--- config.mk ---
export PLATFORM = sky130hd
export DESIGN_NAME = alu_seq
export DESIGN_NICKNAME = d
export VERILOG_FILES = /design/src/rtl/alu_seq.sv
export SDC_FILE = /design/constraint.sdc
export NUM_CORES = 1
export LEC_CHECK = 0
export BUFFER_PORTS_ARGS = -buffer_cell sky130_fd_sc_hd__buf_2
export CORE_MARGIN = 2
export CORE_UTILIZATION = 44
export DETAILED_ROUTE_END_ITERATION = 16
export GPL_ROUTABILITY_DRIVEN = 0
export PLACE_DENSITY = 0.65
export SLEW_MARGIN = 30
export SYNTH_ARGS = -nofsm -noshare
export SYNTH_HDL_FRONTEND = slang
export SYNTH_SLANG_ARGS = --single-unit
--- constraint.sdc ---
create_clock -name clk -period 6.3 [get_ports clk]
set_clock_uncertainty 0.15 [all_clocks]
set_input_delay 0.63 -clock clk [delete_from_list [all_inputs] [get_ports clk]]
set_output_delay 0.63 -clock clk [all_outputs]
set_load 0.02 [all_outputs]
--- src/rtl/alu_seq.sv ---
// alu_seq: handshaked ADD/SUB/MUL/MOD3 unit with a bit-serial mod-3 engine.
// Define ALU_SEQ_FLAGS_EN to build the {zero, carry, ovf} flag logic; otherwise flags reads 3'b000.
module alu_seq #(
  parameter int WIDTH = 8,
  parameter int OP_W  = 4
) (
  input  logic                 clk,
  input  logic                 rst_n,
  input  logic                 in_valid,
  output logic                 in_ready,
  input  logic [OP_W-1:0]      opcode,
  input  logic [WIDTH-1:0]     num_1,
  input  logic [WIDTH-1:0]     num_2,
  output logic                 out_valid,
  input  logic                 out_ready,
  output logic [2*WIDTH-1:0]   ans,
  output logic                 err,
  output logic [2:0]           flags
);

  localparam int AW    = 2 * WIDTH;
  localparam int CNT_W = (WIDTH > 1) ? $clog2(WIDTH) : 1;

  localparam logic [OP_W-1:0] OP_ADD  = OP_W'(4'h1);
  localparam logic [OP_W-1:0] OP_SUB  = OP_W'(4'h2);
  localparam logic [OP_W-1:0] OP_MUL  = OP_W'(4'h4);
  localparam logic [OP_W-1:0] OP_MOD3 = OP_W'(4'h8);

  typedef enum logic [1:0] {
    S_IDLE,
    S_BUSY,
    S_DONE
  } state_t;

  // One MSB-first step of the residue recurrence r' = (2r + bit) mod 3.
  function automatic logic [1:0] mod3_step(input logic [1:0] r, input logic b);
    logic [1:0] res;
    case ({r, b})
      3'b000:  res = 2'd0;
      3'b001:  res = 2'd1;
      3'b010:  res = 2'd2;
      3'b011:  res = 2'd0;
      3'b100:  res = 2'd1;
      3'b101:  res = 2'd2;
      default: res = 2'd0;
    endcase
    return res;
  endfunction

  state_t            state_q, state_d;
  logic [AW-1:0]     ans_q, ans_d;
  logic              err_q, err_d;
  logic [WIDTH-1:0]  sh_q, sh_d;
  logic [1:0]        r_q, r_d, r_step;
  logic [CNT_W-1:0]  cnt_q, cnt_d;
  logic              accept;
  logic [WIDTH:0]    sum;
  logic [WIDTH-1:0]  diff;
  logic [AW-1:0]     prod;

  assign sum       = {1'b0, num_1} + {1'b0, num_2};
  assign diff      = num_1 - num_2;
  assign prod      = AW'(num_1) * AW'(num_2);
  assign r_step    = mod3_step(r_q, sh_q[WIDTH-1]);

  assign in_ready  = (state_q == S_IDLE) || ((state_q == S_DONE) && out_ready);
  assign accept    = in_valid && in_ready;
  assign out_valid = (state_q == S_DONE);
  assign ans       = ans_q;
  assign err       = err_q;

  always_comb begin
    state_d = state_q;
    ans_d   = ans_q;
    err_d   = err_q;
    sh_d    = sh_q;
    r_d     = r_q;
    cnt_d   = cnt_q;

    case (state_q)
      S_BUSY: begin
        if (cnt_q == '0) begin
          state_d = S_DONE;
          ans_d   = AW'(r_step);
          err_d   = 1'b0;
        end else begin
          r_d   = r_step;
          sh_d  = {sh_q[WIDTH-2:0], 1'b0};
          cnt_d = cnt_q - CNT_W'(1);
        end
      end
      S_DONE: begin
        if (out_ready) state_d = S_IDLE;
      end
      default: ;
    endcase

    // A new accept overrides the DONE->IDLE return so results can stream.
    if (accept) begin
      case (opcode)
        OP_ADD: begin
          state_d = S_DONE;
          ans_d   = AW'(sum);
          err_d   = 1'b0;
        end
        OP_SUB: begin
          state_d = S_DONE;
          ans_d   = AW'(diff);
          err_d   = 1'b0;
        end
        OP_MUL: begin
          state_d = S_DONE;
          ans_d   = prod;
          err_d   = 1'b0;
        end
        OP_MOD3: begin
          state_d = S_BUSY;
          sh_d    = num_1;
          r_d     = 2'd0;
          cnt_d   = CNT_W'(WIDTH - 1);
        end
        default: begin
          state_d = S_DONE;
          ans_d   = '1;
          err_d   = 1'b1;
        end
      endcase
    end
  end

  always_ff @(posedge clk) begin
    if (!rst_n) begin
      state_q <= S_IDLE;
      ans_q   <= '0;
      err_q   <= 1'b0;
    end else begin
      state_q <= state_d;
      ans_q   <= ans_d;
      err_q   <= err_d;
    end
  end

  // Serial engine datapath; an aborted run is discarded by the state reset.
  always_ff @(posedge clk) begin
    sh_q  <= sh_d;
    r_q   <= r_d;
    cnt_q <= cnt_d;
  end

`ifdef ALU_SEQ_FLAGS_EN
  function automatic logic add_ovf(input logic a_msb, input logic b_msb, input logic s_msb);
    return (a_msb == b_msb) && (s_msb != a_msb);
  endfunction

  function automatic logic sub_ovf(input logic a_msb, input logic b_msb, input logic d_msb);
    return (a_msb != b_msb) && (d_msb != a_msb);
  endfunction

  logic [2:0] flags_q, flags_d;

  always_comb begin
    flags_d = flags_q;
    if (accept) begin
      case (opcode)
        OP_ADD:  flags_d = {ans_d == '0, sum[WIDTH],
                            add_ovf(num_1[WIDTH-1], num_2[WIDTH-1], sum[WIDTH-1])};
        OP_SUB:  flags_d = {ans_d == '0, num_1 < num_2,
                            sub_ovf(num_1[WIDTH-1], num_2[WIDTH-1], diff[WIDTH-1])};
        OP_MOD3: flags_d = flags_q;
        default: flags_d = {ans_d == '0, 2'b00};
      endcase
    end else if ((state_q == S_BUSY) && (cnt_q == '0)) begin
      flags_d = {ans_d == '0, 2'b00};
    end
  end

  always_ff @(posedge clk) begin
    if (!rst_n) flags_q <= 3'b000;
    else        flags_q <= flags_d;
  end

  assign flags = flags_q;
`else
  assign flags = 3'b000;
`endif

endmodule

==> metrics.md, run 1 <==
| Metric | Value |
|---|---|
| Setup CP Type | input pin to register |
| Critical path buffer and inverter count | 3 |
| Synth Warn # | 0 |
| Tot Pwr | 1.160 mW |
| Largest net degree at the start of global routing | 22 |
| Synth cell types | 66 |
| Internal power | 652.6 uW |
| Port buffer count | 42 |
| Setup TNS | 0 ns |
| Comb power frac | 0.592 |
| Dpl cells | 684 |
| Max-cap violations | 0 |
| Cells after Synth | 526 |
| Mapped Area | 0.004363 mm2 |
| RSZ-0062 raised after global routing | false |
| GRT Total Usage | 0.2142 |
| Fmax | 207.6 MHz |
| Clk slew on worst S/H paths | 0.08 ns |
| Slowest stage delay, CP | 0.55 ns |
| Yosys reg bits | 32 |
| Origin of the critical flop-to-flop path | state_q[0]$_SDFFE_PN0P_ |
| Hold-fix buffers at CTS | 0 |
| Proportion of power drawn by flip-flops and latches | 0.236 |
| Iter 0 DRT Violations | 177 |
| Number of global-route vias before repair | 3957 |
| Total Nets Final | 673 |
| WL/cell | 15.87 um |
| Sequential element share of the synthesized area | 0.1468 |
| Critical Path, Cell by Cell | buf_2 > and2_1 > fa_1 > fa_1 > inv_1 > fa_1 > fa_1 > inv_1 > ha_1 > a211oi_1 > o31ai_1 > o31a_1 > a221oi_2 > xnor2_1 > a22o_1 |
| Die ar. | 0.01073 mm2 |
| Most numerous cell in the Yosys netlist | inv_1 |
| Clk sinks | 32 |
| Final hold violations | 0 |
| Total grt overflow | 0 |
| Final Max Slew Viols | 0 |
| WP data required | 6.33 ns |
| Clk_lat worst skew | 0.29 ns |
| Sw Pwr | 507.5 uW |
| Die Span Y | 103.6 um |
| Chip width | 103.6 um |
| I/O pins | 46 |
| # fillers | 987 |
| Maximum level of the CTS H-tree | 2 |
| CP most frequent cell | fa_1 |
| Slew HR | 0.4334 |
| Number of diodes | 0 |
| Final Critical Period | 4.817 ns |
| Number of flops mapped to enable cells by yosys | 0 |
| Initial Util | 0.4505 |
| Final non-filler cell total | 692 |
| Static Leak | 2.316 nW |
| Final setup margin | 1.483 ns |
| Top cells by count, synth | inv_1, ha_1, nand2_1, and2_1, fa_1 |
| Hold Path Origin | err$_SDFF_PN0_ |
| Peak VDD IR | 0.0001496 V |
| Post-synth top area share | 0.1744 |
| Area growth syn-to-layout | 9.206% |
| Total iterations of the first detailed-routing run | 5 |
| Setup violations, final | 0 |
| DR vias | 3806 |
| Yosys top cell by area | fa_1 |
| HP Class | register to register |
| First-pass GRT wire length | 19010 um |
| Initial antenna violation count | 0 |
| CP Data Arrival Time | 4.85 ns |
| Postcts setup bufs | 0 |
| Cell Pwr Density | 243.5 mW/mm2 |
| Crit path launch type | input pin |
| Critical Path Start | num_1[1] |
| Avg Cell Area, Syn | 8.295 um2 |
| CP max stage cell | fa_1 |
| # DRC | 0 |
| Pre-CTS WS | 1.242 ns |
| Tightest Pin Transition | 0.8500 ns |
| TritonCTS buffer count | 5 |
| Crit end category | register |
| Final period utilization | 0.7647 |
| Row cnt | 36 |
| Core ar. | 0.009684 mm2 |
| Vias/cell | 5.500 |
| TritonCTS clock tree | yes |
| Max Fanout on Critical Path | 12 |
| Routed wire length | 10980 um |
| Clk pwr share | 0.172 |
| Post-synth top flop | dfxtp_1 |
| Synth area leaders | fa_1, ha_1, dfxtp_1, and2_1, inv_1 |
| Clock Path Buffers | 2 |
| Layout cell share with drive strength beyond 1 | 0.1163 |
| CTS-repair resized insts | 0 |
| Crit-path leading delay family | adder cells |
| Sw Ratio | 0.4374 |
| Post-route ant nets | 0 |
| Post-synth ARST share | 0 |
| Dpl hpwl | 8694 um |
| CTS root buf | clkbuf_8 |
| Outcome | finished, final reports clean |
==> registers in the layout, summed over array words and instances, names as in the netlist <==
signal and count:
ans 16, r_q 2, sh_q 8, cnt_q 3
state_q 2, err 1
==> worst paths after layout <==
kind                        endpoint  cells after the start  slack, ns
setup / recovery  ans[15]$_SDFF_PN0_                     15       1.48
setup reg to reg     sh_q[1]$_DFF_P_                      5       4.22
hold / removal        err$_SDFF_PN0_                      2       0.32
hold reg to reg       err$_SDFF_PN0_                      2       0.32
==> metrics by stage <==
step	hold WS, ns	utilization	area, um2
6_report	0.3205	0.4920	4765
5_1_grt	0.3529	0.4920	4765
4_1_cts	0.3230	0.4920	4765
3_5_place_dp	0.3128	0.4809	4657
3_3_place_gp	0.3016	0.4802	4651
2_1_floorplan	0.2938	-	4370
==> layer usage <==
| layer | track usage | vias up | wire (um) |
|---|---|---|---|
| met4 | 0.04440 | 0 | 109 |
| met2 | 0.3713 | 101 | 5395 |
| met5 | 0 | - | 0 |
| met1 | 0.2914 | 1838 | 4993 |
| met3 | 0.02140 | 12 | 484 |
| li1 | - | 1855 | - |
==> power groups by stage <==
stage	Clock (mW)	Combinational (mW)	Sequential [mW]
floorplan	0	0.518	0.284
global placement	0	0.676	0.275
detailed placement	0	0.685	0.277
CTS	0.201	0.692	0.273
global route	0.214	0.792	0.278
finish	0.199	0.687	0.273
==> cell type report <==
class                   count  area, um2  share of cell area
multi-input cells         408       3381              0.7096
flip-flops and latches     32      640.6              0.1345
inverters                  69      259.0             0.05436
repair buffers             42      210.2             0.04412
well taps                 133      166.4             0.03493
clock buffers               6      72.57             0.01523
clock inverters             2      35.03            0.007353
==> logic make-up (layout without fill, tap and decap cells) <==
kind of cell    count (synthesis)  after routing  share of synthesized area
mux                             1              1                   0.002581
buf+inv                        88            119                    0.08144
fa+ha+maj                      91             91                     0.3264
xor+xnor                       16             16                    0.03212
compound gates                122            122                     0.1950
other cells                     1              3                  0.0008595
simple gates                  175            175                     0.2148
flops                          32             32                     0.1468
==> worst reg2reg max path: cells and delay by family, from the launching register on <==
| kind | cells | cell delay [ns] |
|---|---|---|
| simple gates | 4 | 1.35 |
| flops | 1 | 0.35 |
| compound gates | 1 | 0.06 |
==> placed cells by master, fill, tap and decap left out, types with 2 or more instances in the layout <==
| master | count |
|---|---|
| o311a_1 | 2 |
| nor2_1 | 31 |
| xnor2_1 | 11 |
| fa_1 | 38 |
| a21oi_1 | 25 |
| o21ai_0 | 25 |
| o221ai_1 | 2 |
| a211o_1 | 2 |
| a221o_1 | 2 |
| nor3b_1 | 3 |
| a21boi_0 | 3 |
| nor3_1 | 8 |
| a31oi_1 | 13 |
| a211oi_1 | 3 |
| nand2_1 | 51 |
| o21a_1 | 5 |
| a21o_1 | 6 |
| nor2b_1 | 11 |
| a41o_1 | 2 |
| or2_2 | 2 |
| clkbuf_8 | 5 |
| ha_1 | 53 |
| o31a_1 | 2 |
| nand2b_1 | 3 |
| a22o_1 | 5 |
| xor2_1 | 5 |
| a2bb2oi_1 | 2 |
| nor4b_2 | 2 |
| or3_1 | 2 |
| buf_2 | 42 |
| a221oi_1 | 7 |
| inv_1 | 68 |
| conb_1 | 3 |
| dfxtp_1 | 32 |
| nand3b_1 | 2 |
| and3_1 | 2 |
| nand3_1 | 7 |
| and2_1 | 42 |
Power figures use the tool's default switching activity.
==> run 2, diff against run 1 <==
PLACE_DENSITY = 0.67   (was 0.65)
clock period = 4.17 ns   (was 6.3 ns; I/O delays follow)
==> run 2 against run 1 <==
Against the previous run:
- die area stayed put
- sequential share of layout area shrank 1.5 points
- hold slack about the same
- core utilization grew 6.3 points
- non-clock buffer count grew 47
- critical path depth is the same
- wire length up 6.9%
==> metrics.md, run 2 (synthesis gave the netlist of run 1 again) <==
| Metric | Value |
|---|---|
| Outcome | finished, final reports clean (unchanged) |
| Clk_lat worst skew | 0.28 ns (was 0.29 ns) |
| HP Class | register to register (unchanged) |
| First-pass GRT wire length | 19140 um (was 19010 um) |
| Max Fanout on Critical Path | 7 (was 12) |
| Final period utilization | 0.9993 |
| Die ar. | 0.01073 mm2 (unchanged) |
| Crit end category | register (unchanged) |
| Final hold slack | 0.3208 ns (was 0.3205 ns) |
| TritonCTS clock tree | yes (unchanged) |
| Final Max Slew Viols | 0 (unchanged) |
| Total Nets Final | 720 (was 673) |
| Final hold violations | 0 (unchanged) |
| # DRC | 0 (unchanged) |
| Number of diodes | 0 (unchanged) |
| Critical path depth | 15 (unchanged) |
| Core ar. | 0.009684 mm2 (unchanged) |
| Crit path launch type | input pin (unchanged) |
| Hold-fix buffers at CTS | 0 (unchanged) |
| FF-to-FF path depth | 8 (was 5) |
| Crit-path leading delay family | adder cells (unchanged) |
| Area growth syn-to-layout | 23.26% (was 9.206%) |
| Total grt overflow | 0 (unchanged) |
| Initial Util | 0.4505 (unchanged) |
| Initial antenna violation count | 0 (unchanged) |
| CP max stage cell | fa_1 (unchanged) |
| Dpl cells | 728 (was 684) |
| Post-route ant nets | 0 (unchanged) |
| WP data required | 4.20 ns (was 6.33 ns) |
| Clk sinks | 32 (unchanged) |
| Area post-placement | 0.005066 mm2 (was 0.004657 mm2) |
| GRT Total Usage | 0.2158 (was 0.2142) |
| WL/cell | 15.89 um (was 15.87 um) |
| CP most frequent cell | fa_1 (unchanged) |
| Most common cell after layout, fill and taps aside | inv_1 (unchanged) |
| Maximum level of the CTS H-tree | 2 (unchanged) |
| Final core occ | 0.5553 (was 0.4920) |
| Slowest stage delay, CP | 0.55 ns (about the same) |
| Row cnt | 36 (unchanged) |
| Die Span Y | 103.6 um (unchanged) |
| Largest net degree at the start of global routing | 22 (unchanged) |
| Setup CP Type | input pin to register (unchanged) |
| Clock Path Buffers | 2 (unchanged) |
| Fmax | 240.0 MHz |
| Layout cell share with drive strength beyond 1 | 0.2426 (was 0.1163) |
| Setup violations, final | 0 (unchanged) |
| Chip width | 103.6 um (unchanged) |
| DR vias | 3999 (was 3806) |
| Static Leak | 2.576 nW (was 2.316 nW) |
| Commonest non-fill, non-tap cells in the layout | inv_1, buf_4, nand2_1, ha_1, and2_1 (was inv_1, ha_1, nand2_1) |
| Slew HR | 0.4086 (was 0.4334) |
| CTS root buf | clkbuf_8 (unchanged) |
| Total iterations of the first detailed-routing run | 6 (was 5) |
| I/O pins | 46 (unchanged) |
| Iter 0 DRT Violations | 161 (was 177) |
| Number of global-route vias before repair | 3975 (was 3957) |
| CP Data Arrival Time | 4.20 ns (was 4.85 ns) |
| Port buffer count | 42 (unchanged) |
| RSZ-0062 raised after global routing | true (was false) |
| Max reg flops | 16 (unchanged) |
| Final Critical Period | 4.167 ns |
| Peak VDD IR | 0.0002651 V (was 0.0001496 V) |
| Cell Pwr Density | 392.0 mW/mm2 (was 243.5 mW/mm2) |
| Routed wire length | 11740 um (was 10980 um) |
| Final non-filler cell total | 739 (was 692) |
| Critical path buffer and inverter count | 3 (unchanged) |
| Clk slew on worst S/H paths | 0.07 ns (was 0.08 ns) |
| TritonCTS buffer count | 5 (unchanged) |
| Tightest Pin Transition | 0.8871 ns (was 0.8500 ns) |
| Vias/cell | 5.411 (was 5.500) |
| Finished Cell Area | 0.005378 mm2 (was 0.004765 mm2) |
| Critical Path, Cell by Cell | buf_12 > ha_4 > fa_1 > fa_1 > fa_1 > inv_1 > fa_1 > inv_2 > ha_4 > a21oi_4 > o31ai_4 > o31a_1 > a221oi_2 > xnor2_1 > a22o_1 (was buf_2 > and2_1 > fa_1 > fa_1 > inv_1 > fa_1 > fa_1 > inv_1 > ha_1 > a211oi_1 > o31ai_1 > o31a_1 > a221oi_2 > xnor2_1 > a22o_1) |
| Dpl hpwl | 9645 um (was 8694 um) |
| Min-Delay Path Depth | 2 (unchanged) |
| Max-cap violations | 0 (unchanged) |
run 2: final timing paths:
kind	from	end	slack [ns]
worst max-delay path	num_2[4]	ans[15]$_SDFF_PN0_	0.003
worst min-delay path	sh_q[0]$_DFF_P_	sh_q[1]$_DFF_P_	0.32
worst min register to register	sh_q[0]$_DFF_P_	sh_q[1]$_DFF_P_	0.32
worst max register to register	cnt_q[0]$_DFF_P_	ans[6]$_SDFF_PN0_	2.12
run 2: power by group:
group	switching [mW]	leakage, nW	internal, mW
Clock	0.115	0.0445	0.134
Combinational	0.752	2.26	0.694
Sequential	0.0443	0.266	0.370
Total	0.910	2.58	1.20
run 2: area by class of cell:
| class | instances | area, um2 |
|---|---|---|
| fillers | 902 | 4307 |
| multi-input cells | 408 | 3595 |
| flip-flops and latches | 32 | 640.6 |
| repair buffers | 89 | 619.3 |
| inverters | 69 | 262.8 |
| well taps | 133 | 166.4 |
| clock buffers | 7 | 86.33 |
| clock inverters | 1 | 7.507 |
run 2: timing repair:
action	CTS	global route
setup endpoints to repair	4	7
pin swaps	2	31
buffers inserted	0	3
gates resized for setup	3	51
run 2: worst reg2reg max path: cells and delay by family, from the launching register on:
| family | cells | cell delay (ns) |
|---|---|---|
| compound gates | 4 | 0.83 |
| simple gates | 2 | 0.38 |
| flops | 1 | 0.34 |
| fa+ha+maj | 1 | 0.22 |
| buf+inv | 1 | 0.07 |
run 2: stage by stage:
stage / total power, mW / worst slack [ns] / TNS [ns]
after floorplan: 1.292 / 0.01728 / 0
after global placement: 1.628 / -0.2923 / -1.532
after detailed placement: 1.661 / -0.3512 / -2.015
after CTS: 1.933 / 0.002677 / 0
after global routing: 2.294 / -0.1192 / -0.4097
final: 2.108 / 0.002861 / 0
run 2: per-layer routing:
layer  routed length [um]  vias up  part of all wire  GRT usage
met5                    0        -                 0          0
li1                     -     1955                 -          -
met3                  484       17             0.041    0.02517
met4                  155        0             0.013    0.04054
met2                 5998       87              0.51     0.3869
met1                 5101     1940              0.43     0.2823
==> run 3, diff against run 2 <==
PLACE_DENSITY = 0.65   (was 0.67)
REMOVE_ABC_BUFFERS = 1   (was not set)
clock period = 5.3 ns   (was 4.17 ns; I/O delays follow)
==> run 3 against run 2 <==
Against the previous run:
- combinational power shrank 42%
- critical path type unchanged
- final cell count down 6.4%
- largest power group unchanged
- sequential share of layout area rose by 1.6 points
- die area stayed put
- wire length shrank 3.2%
- critical path depth increased by 1
- via count shrank 4.1%
- sequential power is 22% lower
- first-iteration DRC count up 9.9%
- register-to-register slack better by 0.93 ns
==> metrics.md, run 3 (synthesis gave the netlist of run 1 again) <==
| Metric | Value |
|---|---|
| Outcome | finished, final reports clean (unchanged) |
| Layout cell share with drive strength beyond 1 | 0.1181 (was 0.2426) |
| TritonCTS clock tree | yes (unchanged) |
| Area growth syn-to-layout | 8.747% (was 23.26%) |
| Max Fanout on Critical Path | 12 (was 7) |
| Iter 0 DRT Violations | 177 (was 161) |
| Port buffer count | 42 (unchanged) |
| FF-to-FF path depth | 5 (was 8) |
| Critical Path Start | num_1[1] (was num_2[4]) |
| Setup TNS | 0 ns (unchanged) |
| Sw Ratio | 0.4594 (was 0.4319) |
| Crit path launch type | input pin (unchanged) |
| CP Data Arrival Time | 4.73 ns (was 4.20 ns) |
| Sw Pwr | 619.3 uW (was 910.4 uW) |
| Setup violations, final | 0 (unchanged) |
| Final Max Slew Viols | 0 (unchanged) |
| Tightest Pin Transition | 0.9071 ns (was 0.8871 ns) |
| Hold-fix buffers at CTS | 0 (unchanged) |
| Chip width | 103.6 um (unchanged) |
| Peak VDD IR | 0.0002236 V (was 0.0002651 V) |
| Min-Delay Path Depth | 2 (unchanged) |
| Clk slew on worst S/H paths | 0.07 ns (about the same) |
| Total iterations of the first detailed-routing run | 5 (was 6) |
| Slowest stage delay, CP | 0.56 ns (was 0.55 ns) |
| Number of global-route vias before repair | 4107 (was 3975) |
| Reg2reg setup slack | 3.05 ns (was 2.12 ns) |
| Critical Path, Cell by Cell | buf_2 > nand2_1 > fa_1 > fa_1 > inv_1 > fa_1 > inv_1 > fa_1 > inv_1 > ha_1 > nand2_1 > o31ai_1 > o31a_1 > a31oi_1 > xnor2_1 > a22o_1 (was buf_12 > ha_4 > fa_1 > fa_1 > fa_1 > inv_1 > fa_1 > inv_2 > ha_4 > a21oi_4 > o31ai_4 > o31a_1 > a221oi_2 > xnor2_1 > a22o_1) |
| Tot Pwr | 1.348 mW (was 2.108 mW) |
| Largest net degree at the start of global routing | 22 (unchanged) |
| Vias/cell | 5.545 (was 5.411) |
| First-pass GRT wire length | 19720 um (was 19140 um) |
| Maximum level of the CTS H-tree | 2 (unchanged) |
| Commonest non-fill, non-tap cells in the layout | inv_1, ha_1, nand2_1 (was inv_1, buf_4, nand2_1, ha_1, and2_1) |
| Max reg flops | 16 (unchanged) |
| Crit end category | register (unchanged) |
| Clock Path Buffers | 2 (unchanged) |
| Total Nets Final | 673 (was 720) |
| I/O pins | 46 (unchanged) |
| Setup CP Type | input pin to register (unchanged) |
| Slew HR | 0.3953 (was 0.4086) |
| Total grt overflow | 0 (unchanged) |
| Clk_lat worst skew | 0.29 ns (was 0.28 ns) |
| Clk sinks | 32 (unchanged) |
| Cell Pwr Density | 284.2 mW/mm2 (was 392.0 mW/mm2) |
| # fillers | 995 (was 902) |
| Post-route ant nets | 0 (unchanged) |
| CP most frequent cell | fa_1 (unchanged) |
| # DRC | 0 (unchanged) |
| Static Leak | 2.309 nW (was 2.576 nW) |
| RSZ-0062 raised after global routing | false (was true) |
| Internal power | 728.9 uW (was 1.198 mW) |
| Initial Util | 0.4505 (unchanged) |
| Clk pwr share | 0.140 (was 0.118) |
| Row cnt | 36 (unchanged) |
| CTS-repair resized insts | 0 (was 3) |
| Proportion of power drawn by flip-flops and latches | 0.240 (was 0.197) |
| HP Class | register to register (unchanged) |
| CTS root buf | clkbuf_8 (unchanged) |
| Origin of the critical flop-to-flop path | state_q[0]$_SDFFE_PN0P_ (was cnt_q[0]$_DFF_P_) |
| Die Span Y | 103.6 um (unchanged) |
| Routed wire length | 11360 um (was 11740 um) |
| Comb power frac | 0.621 (was 0.685) |
| Fmax | 212.7 MHz |
| Final period utilization | 0.8869 |
| TritonCTS buffer count | 5 (unchanged) |
| Critical path buffer and inverter count | 4 (was 3) |
| Crit-path leading delay family | adder cells (unchanged) |
| GRT Total Usage | 0.2210 (was 0.2158) |
| Core ar. | 0.009684 mm2 (unchanged) |
| FF-to-FF End | sh_q[0]$_DFF_P_ (was ans[6]$_SDFF_PN0_) |
| Hold Path Origin | sh_q[6]$_DFF_P_ (was sh_q[0]$_DFF_P_) |
| Dpl hpwl | 8999 um (was 9645 um) |
| WL/cell | 16.42 um (was 15.89 um) |
| Initial antenna violation count | 0 (unchanged) |
| Final Critical Period | 4.701 ns |
| WP data required | 5.33 ns (was 4.20 ns) |
| DR vias | 3837 (was 3999) |
| Number of diodes | 0 (unchanged) |
| Most common cell after layout, fill and taps aside | inv_1 (unchanged) |
| Max-cap violations | 0 (unchanged) |
| Hold Path Sink | sh_q[7]$_DFF_P_ (was sh_q[1]$_DFF_P_) |
| Final hold violations | 0 (unchanged) |
| Die ar. | 0.01073 mm2 (unchanged) |
| Postcts setup bufs | 0 (unchanged) |
| CP max stage cell | fa_1 (unchanged) |
-- run 3: power by group through the flow --
stage          clock, mW  sequential [mW]  combinational, mW
2_1_floorplan          0            0.338              0.606
3_3_place_gp           0            0.327              0.813
3_5_place_dp           0            0.329              0.829
4_1_cts            0.192            0.323              0.840
5_1_grt            0.204            0.329              0.946
6_report           0.189            0.323              0.837
-- run 3: worst max path at each step --
stage / endpoint / slack (ns) / cells past startpoint
final: ans[13]$_SDFF_PN0_ / 0.60 / 16
after global routing: ans[11]$_SDFF_PN0_ / 0.40 / 16
after CTS: ans[13]$_SDFF_PN0_ / 0.61 / 16
after detailed placement: ans[13]$_SDFF_PN0_ / 0.31 / 16
after global placement: ans[13]$_SDFF_PN0_ / 0.39 / 16
after floorplan: ans[15]$_SDFF_PN0_ / 0.72 / 14
-- run 3: per-layer routing --
| metal | track usage | up-vias | wire (um) |
|---|---|---|---|
| met1 | 0.2750 | 1862 | 4930 |
| li1 | - | 1860 | - |
| met2 | 0.4007 | 96 | 5725 |
| met5 | 0 | - | 0 |
| met3 | 0.03084 | 19 | 514 |
| met4 | 0.05888 | 0 | 194 |
-- run 3: area by class of cell --
cell class | instances | area [um2] | share of cell area
clock inverter | 3 | 18.77 | 0.003956
tap | 133 | 166.4 | 0.03507
timing repair buffer | 42 | 210.2 | 0.04430
multi-input combinational | 408 | 3381 | 0.7126
inverter | 69 | 259.0 | 0.05459
clock buffer | 5 | 68.82 | 0.01450
sequential | 32 | 640.6 | 0.1350
-- run 3: worst register-to-register path: stages (launching register included) --
cell      delay, ns
dfxtp_1        0.36
nand2b_1       0.22
nor2_1         0.40
nand2_1        0.55
nand3_1        0.28
o21ai_0        0.14
-- run 3: through the flow --
stage,setup slack [ns],util,cell area [um2],hold slack (ns),std cells
global placement,0.3899,0.4802,4651,0.3007,684
detailed placement,0.3142,0.4809,4657,0.3114,684
finish,0.5992,0.4899,4745,0.3165,692
floorplan,0.7222,-,4274,0.2938,509
global route,0.4007,0.4899,4745,0.3448,692
CTS,0.6069,0.4899,4745,0.3237,692
